`config.mk`:
```
export PLATFORM = sky130hd
export DESIGN_NAME = quadrature_decoder
export DESIGN_NICKNAME = d
export VERILOG_FILES = /design/src/rtl/quadrature_decoder.sv
export SDC_FILE = /design/constraint.sdc
export NUM_CORES = 1
export LEC_CHECK = 0
export ABC_AREA = 1
export CORE_ASPECT_RATIO = 0.75
export CORE_MARGIN = 10
export CORE_UTILIZATION = 55
export DETAILED_ROUTE_END_ITERATION = 7
export GPL_TIMING_DRIVEN = 0
export HOLD_SLACK_MARGIN = 0.15
export PLACE_DENSITY = 0.78
export SYNTH_ARGS = -nofsm -noshare
export SYNTH_HDL_FRONTEND = slang
export SYNTH_SLANG_ARGS = --single-unit
```
`constraint.sdc`:
```
create_clock -name clock_in -period 4.1 [get_ports clock_in]
set_clock_uncertainty 0.15 [all_clocks]
set_input_delay 0.615 -clock clock_in [delete_from_list [all_inputs] [get_ports clock_in]]
set_output_delay 0.615 -clock clock_in [all_outputs]
set_load 0.1 [all_outputs]
```
`src/rtl/quadrature_decoder.sv`:
```
// quadrature_decoder
// Turns the raw A/B channels of a quadrature encoder into a one-cycle step
// pulse and a direction level for the downstream up/down counter. Each
// channel is synchronised and then glitch-filtered. Any transition in which
// both channels change together is illegal and latches a sticky error flag.
module quadrature_decoder #(
    parameter int SYNC_STAGES = 2,
    parameter int FILTER_LEN  = 4
) (
    input  logic clock_in,
    input  logic reset_n_in,
    input  logic enc_a_in,
    input  logic enc_b_in,
    input  logic enable_in,
    input  logic clear_error_in,
    output logic step_out,
    output logic direction_out,
    output logic error_out
);

    localparam int CNT_W  = $clog2(FILTER_LEN + 1);
    localparam int WAIT_W = $clog2(SYNC_STAGES + FILTER_LEN + 1);
    localparam logic [CNT_W-1:0]  CNT_LAST  = CNT_W'(FILTER_LEN - 1);
    localparam logic [CNT_W-1:0]  CNT_ONE   = CNT_W'(1);
    localparam logic [WAIT_W-1:0] WAIT_LAST = WAIT_W'(SYNC_STAGES + FILTER_LEN - 1);
    localparam logic [WAIT_W-1:0] WAIT_ONE  = WAIT_W'(1);

    typedef enum logic {
        ST_WAIT  = 1'b0,
        ST_TRACK = 1'b1
    } state_t;

    // Up order is 00->01->11->10->00. For a single-bit change, the move is
    // "up" exactly when the old A bit differs from the new B bit.
    function automatic logic f_is_up(input logic [1:0] prev, input logic [1:0] cur);
        return prev[1] ^ cur[0];
    endfunction

    // Both channels changing in the same cycle cannot come from a real encoder.
    function automatic logic f_is_illegal(input logic [1:0] prev, input logic [1:0] cur);
        return &(prev ^ cur);
    endfunction

    logic [SYNC_STAGES-1:0] r_sync_a;
    logic [SYNC_STAGES-1:0] r_sync_b;
    logic [CNT_W-1:0]       r_cnt_a;
    logic [CNT_W-1:0]       r_cnt_b;
    logic                   r_filt_a;
    logic                   r_filt_b;
    logic [WAIT_W-1:0]      r_wait_cnt;
    state_t                 r_state;
    logic [1:0]             r_prev;
    logic                   r_step;
    logic                   r_dir;
    logic                   r_err;

    logic                   w_sync_a;
    logic                   w_sync_b;
    logic [1:0]             w_cur;
    state_t                 w_state_nxt;
    logic [WAIT_W-1:0]      w_wait_nxt;
    logic [1:0]             w_prev_nxt;
    logic                   w_step_nxt;
    logic                   w_dir_nxt;
    logic                   w_err_nxt;

    assign w_sync_a = r_sync_a[SYNC_STAGES-1];
    assign w_sync_b = r_sync_b[SYNC_STAGES-1];
    assign w_cur    = {r_filt_a, r_filt_b};

    // Multi-flop synchronisers bring the asynchronous pins into the clock domain.
    always_ff @(posedge clock_in or negedge reset_n_in) begin
        if (!reset_n_in) begin
            r_sync_a <= '0;
            r_sync_b <= '0;
        end else begin
            r_sync_a <= {r_sync_a[SYNC_STAGES-2:0], enc_a_in};
            r_sync_b <= {r_sync_b[SYNC_STAGES-2:0], enc_b_in};
        end
    end

    // Glitch filters: a new level must persist FILTER_LEN cycles; while
    // waiting after reset the filtered level simply follows the synchroniser.
    always_ff @(posedge clock_in or negedge reset_n_in) begin
        if (!reset_n_in) begin
            r_cnt_a  <= '0;
            r_cnt_b  <= '0;
            r_filt_a <= 1'b0;
            r_filt_b <= 1'b0;
        end else if (r_state == ST_WAIT) begin
            r_cnt_a  <= '0;
            r_cnt_b  <= '0;
            r_filt_a <= w_sync_a;
            r_filt_b <= w_sync_b;
        end else begin
            if (w_sync_a != r_filt_a) begin
                if (r_cnt_a == CNT_LAST) begin
                    r_filt_a <= w_sync_a;
                    r_cnt_a  <= '0;
                end else begin
                    r_cnt_a  <= r_cnt_a + CNT_ONE;
                end
            end else begin
                r_cnt_a <= '0;
            end
            if (w_sync_b != r_filt_b) begin
                if (r_cnt_b == CNT_LAST) begin
                    r_filt_b <= w_sync_b;
                    r_cnt_b  <= '0;
                end else begin
                    r_cnt_b  <= r_cnt_b + CNT_ONE;
                end
            end else begin
                r_cnt_b <= '0;
            end
        end
    end

    // Next-state and next-output decode: settle after reset, then classify
    // each filtered transition as step, illegal or no change.
    always_comb begin
        w_state_nxt = r_state;
        w_wait_nxt  = r_wait_cnt;
        w_prev_nxt  = r_prev;
        w_step_nxt  = 1'b0;
        w_dir_nxt   = r_dir;
        w_err_nxt   = clear_error_in ? 1'b0 : r_err;
        case (r_state)
            ST_WAIT: begin
                if (r_wait_cnt == WAIT_LAST) begin
                    w_prev_nxt  = w_cur;
                    w_wait_nxt  = '0;
                    w_state_nxt = ST_TRACK;
                end else begin
                    w_wait_nxt  = r_wait_cnt + WAIT_ONE;
                end
            end
            ST_TRACK: begin
                // Position is tracked even while disabled, so re-enabling
                // never sees a stale prev and never emits a catch-up step.
                w_prev_nxt = w_cur;
                if (!enable_in) begin
                    w_step_nxt = 1'b0;
                end else if (f_is_illegal(r_prev, w_cur)) begin
                    w_err_nxt = 1'b1;
                end else if (w_cur != r_prev) begin
                    w_step_nxt = 1'b1;
                    w_dir_nxt  = f_is_up(r_prev, w_cur);
                end else begin
                    w_step_nxt = 1'b0;
                end
            end
            default: begin
                w_state_nxt = ST_WAIT;
                w_wait_nxt  = '0;
            end
        endcase
    end

    // State, previous position and registered outputs.
    always_ff @(posedge clock_in or negedge reset_n_in) begin
        if (!reset_n_in) begin
            r_state    <= ST_WAIT;
            r_wait_cnt <= '0;
            r_prev     <= 2'b00;
            r_step     <= 1'b0;
            r_dir      <= 1'b0;
            r_err      <= 1'b0;
        end else begin
            r_state    <= w_state_nxt;
            r_wait_cnt <= w_wait_nxt;
            r_prev     <= w_prev_nxt;
            r_step     <= w_step_nxt;
            r_dir      <= w_dir_nxt;
            r_err      <= w_err_nxt;
        end
    end

    assign step_out      = r_step;
    assign direction_out = r_dir;
    assign error_out     = r_err;

endmodule

```
# After elaboration in Yosys (flattened, before gate mapping)

Cells that the tools add are included.

Bitwise logic cells: 4
Mux-type cells: 25
Reduce and logical (&&, ||, !) cells: 4
Order comparisons: 0
Div/mod/pow operators: 0
Add/subtract/negate cells: 3
Equal/unequal tests: 11
Shifts and indexed selects: 0
Multiply operators: 0

Operators by type and width:

| kind                                                             | number |
|---|---|
| 3-bit 2-to-1 mux                                                 | 7 |
| 1-bit 2-to-1 mux                                                 | 16 |
| 2-bit by 1-bit != test with 1-bit output (second input constant) | 5 |
| 3-bit by 1-bit adder with 3-bit output (second input constant)   | 3 |
| 3-bit by 2-bit == test with 1-bit output (second input constant) | 2 |
| 2-bit AND reduction                                              | 3 |
| 2-bit one-hot mux with 2 select lines                            | 1 |
| 4-bit AND reduction                                              | 1 |
| 3-bit == test (second input constant)                            | 1 |
| 2-bit 2-to-1 mux                                                 | 1 |
| 1-bit != test                                                    | 2 |
| 2-bit != test                                                    | 1 |
| 1-bit inverter                                                   | 2 |
| 2-bit bitwise XOR                                                | 1 |
| 1-bit bitwise XOR                                                | 1 |

Memory bits (read-only): 0
Input bits: 6
Memory bits (writable): 0
Memories kept: 0
Word-level logic and storage cells: 59
Register bits after elaboration: 21
Bits in latches: 0
Output and inout port bits: 3

# Depth between registers and ports, before layout

Depth in word-level cells: 5
Mapped depth: 9

# Worst setup path after synthesis

OpenSTA, ideal clock, no wires.

Path type: reg-to-output
Start point: register r_dir, in the netlist direction_out
End point: output port direction_out
Arrival: 0.898 ns
Setup slack: 2.437 ns
Cell stages (with the launch flop): 1
Cell sequence: dfrtp_1

RTL lines:

| element                  | RTL line | text |
|---|---|---|
| start: declaration       | 54       | `logic r_dir;` |
| start signal: assignment | 174      | `r_dir <= w_dir_nxt;` |
| end: declaration         | 17       | `output logic direction_out,` |

No word-level cell between the ends.

# Worst setup path in the final report

Start point: register r_dir, in the netlist direction_out
End point: output port direction_out

No word-level cell between the ends.

==> impl_metrics.tcl <==
set metrics [dict create \
    final_core_util_pct 65.0 \
    vias_per_cell 4.89 \
    netlist_top_cells_area "dfrtp_1 (53%), nand2_1 (9.9%), inv_1 (6.1%), ha_1 (5.1%), nand3_1 (5.1%)" \
    fp.dieW_um 68.9 \
    regArea_um2 526 \
    synth_largest_area_cell "dfrtp_1" \
    yosysUniqueCellTypes 19 \
    coreArea_um2 1720 \
    reg2reg_to "direction_out" \
    r2r_start "r_filt_b" \
    r2r_slack_ps 2580 \
    syn_inst 106 \
    fmax_ghz 0.388 \
    fill_cells 141 \
    clk_latency_ps 290 \
    htree_num_levels 1 \
    synth-seq-area-share_pct 53.2 \
    boundaryPins 9 \
    peakVddDrop_uv 347 \
    p_leak_nw 0.580 \
    cts_tree "built" \
    cts_sinks 21 \
    start_util_pct 57.3 \
    num_vias 684 \
    wl_per_cell_um 11.8 \
    holdPathStages 0 \
    tightest_slew_ps 965 \
    path_max_fanout 2 \
    critical_path.startpoint_type "register" \
    hold_class "register to register" \
    hold_viol 0 \
    synth_top_area_share_pct 53.2 \
    path_class "register to output pin" \
    overflow 0 \
    cts_buffer_depth 2 \
    grtUsageTotal_pct 9.72 \
    r2r_cells 8 \
    topRoutingLayerUsed "met4" \
    holdBufCountCts 0 \
    layout-drive-gt1-share_pct 15.3 \
    synth_fp_nets 116 \
    port_buffers 8 \
    crit_family "buffers and inverters" \
    hpwl_um 1270 \
    yosysWarningCount 0 \
    synthToLayoutAreaGrowth_pct 13.6 \
    stdcell_count 140 \
    grt_max_degree 22 \
    cts_buffers 3 \
    clkSlewWorstSetupHoldPaths_ps 110 \
    status "finished clean" \
    min_period_ps 2580 \
    finalPower_w 0.000732 \
    endpoint_kind "output pin" \
    fin_hold_ws_ps 216 \
    cp.required_ps 3340 \
    multi_input_area_um2 370 \
    dp.cells 136 \
    wl_met2_um 808 \
    drtIter0Drc 14 \
    ant_nets 0 \
    rows 13 \
    gp_congestion 0.711 \
    timing.critical_path.buf_inv 1 \
    cts_resized 0 \
    cp_slowest_cell "clkdlybuf4s50_1" \
    final-setup-viol-count 0 \
    drc_errors 0 \
    rsz0062_at_grt "no" \
    grt_antenna_before_repair 0 \
    min_period_over_period_pct 62.8 \
    die_y_um 56.7 \
    wirelength_um 1650 \
    tns_ps 0 \
    antenna_cells 0 \
    crit_arrival_ps 1810 \
    hold_end "r_sync_b[1]" \
    p_per_area_nw_per_um2 653 \
    synth.avg_cell_area_um2 9.31 \
    firstDrtPassIters 4 \
    grt_pass1_vias 682 \
    hp-start "r_sync_b[0]" \
    post_cts_buffers 0 \
    ys_seq_elements 21 \
    die_area_um2 3910 \
    m1WireLength_um 716 \
    syn_area_um2 987 \
    crit_path_max_incr_delay_ps 1140 \
    dr_wl_met3_um 112 \
    cap_viol_max_count 0 \
    cts_root_buf "clkbuf_4" \
    nets 129 \
    slew_viol_final 0 \
    grt_first_pass_wirelength_um 2930 \
    relSlewSlack_pct 35.5 \
    path_cells "clkdlybuf4s50_1" \
]
## routing by layer
layer / global-route usage (%) / vias up
met5: 0 / -
met1: 10.9 / 323
met4: 2.53 / 0
met2: 15.8 / 18
li1: - / 341
met3: 4.75 / 2
## flip-flops by register name (all words and copies together) (netlist names)
register       flops
r_filt_a           1
r_wait_cnt         3
r_cnt_b            3
r_cnt_a            3
error_out          1
r_state            1
r_sync_a           2
direction_out      1
step_out           1
r_prev             2
r_sync_b           2
r_filt_b           1
## per-stage QoR
step | area [µm²] | setup slack, ps
after global placement | 1090 | 1880
final | 1120 | 1520
after detailed placement | 1090 | 1860
after CTS | 1120 | 1510
after global routing | 1120 | 1480
after floorplan | 987 | 2440
## synth_stat cells
| cell type | instances |
|---|---|
| nand3_1 | 10 |
| inv_8 | 1 |
| dfrtp_1 | 21 |
| nor2_2 | 1 |
| nor2_1 | 8 |
| inv_2 | 1 |
| o22ai_1 | 1 |
| nand2_2 | 4 |
| nand2_1 | 26 |
| ha_1 | 4 |
| xor2_1 | 1 |
| buf_2 | 1 |
| nor2_4 | 1 |
| a21oi_2 | 1 |
| buf_6 | 1 |
| nand2_4 | 4 |
| inv_1 | 16 |
| xnor2_1 | 3 |
| a21oi_1 | 1 |
## cells by family after synthesis
logic type,after synthesis,share of synthesized area [%]
XOR/XNOR,4,3.55
adder cells (fa/ha/maj),4,5.07
AND/OR/NAND/NOR,54,26.9
flip-flops,21,53.2
AO/OA/AOI/OAI,3,2.03
buffers and inverters,20,9.25
## layout make-up
class | count | area share [%]
Buffer | 2 | 1.45
Tap cell | 22 | 2.46
Multi-Input combinational cell | 65 | 33.0
Sequential cell | 21 | 46.9
Inverter | 18 | 6.70
Timing Repair Buffer | 8 | 7.14
Clock buffer | 4 | 2.34
## worst max-delay path by stage
stage,startpoint,to,slack (ps),depth (start not counted)
after global routing,step_out,step_out,1480,1
after global placement,error_out,error_out,1880,1
after CTS,direction_out,direction_out,1510,1
final,direction_out,direction_out,1520,1
after floorplan,direction_out,direction_out,2440,0
after detailed placement,direction_out,direction_out,1860,1
## power breakdown
part	internal, W	switching (W)	total, W	leakage (nW)
clock network	0.0000379	0.0000581	0.0000960	0.0150
logic	0.000118	0.000225	0.000342	0.301
registers	0.000259	0.0000340	0.000293	0.264
## cell usage in the layout (no fill, tap or decap), drive strengths merged
cell           count
buf                2
xor2               1
o22ai              1
nand3             10
ha                 4
inv               18
nor2              10
xnor2              3
clkbuf             4
a21oi              2
dfrtp             21
nand2             34
clkdlybuf4s50      8
(Power assumes the default switching activity.)
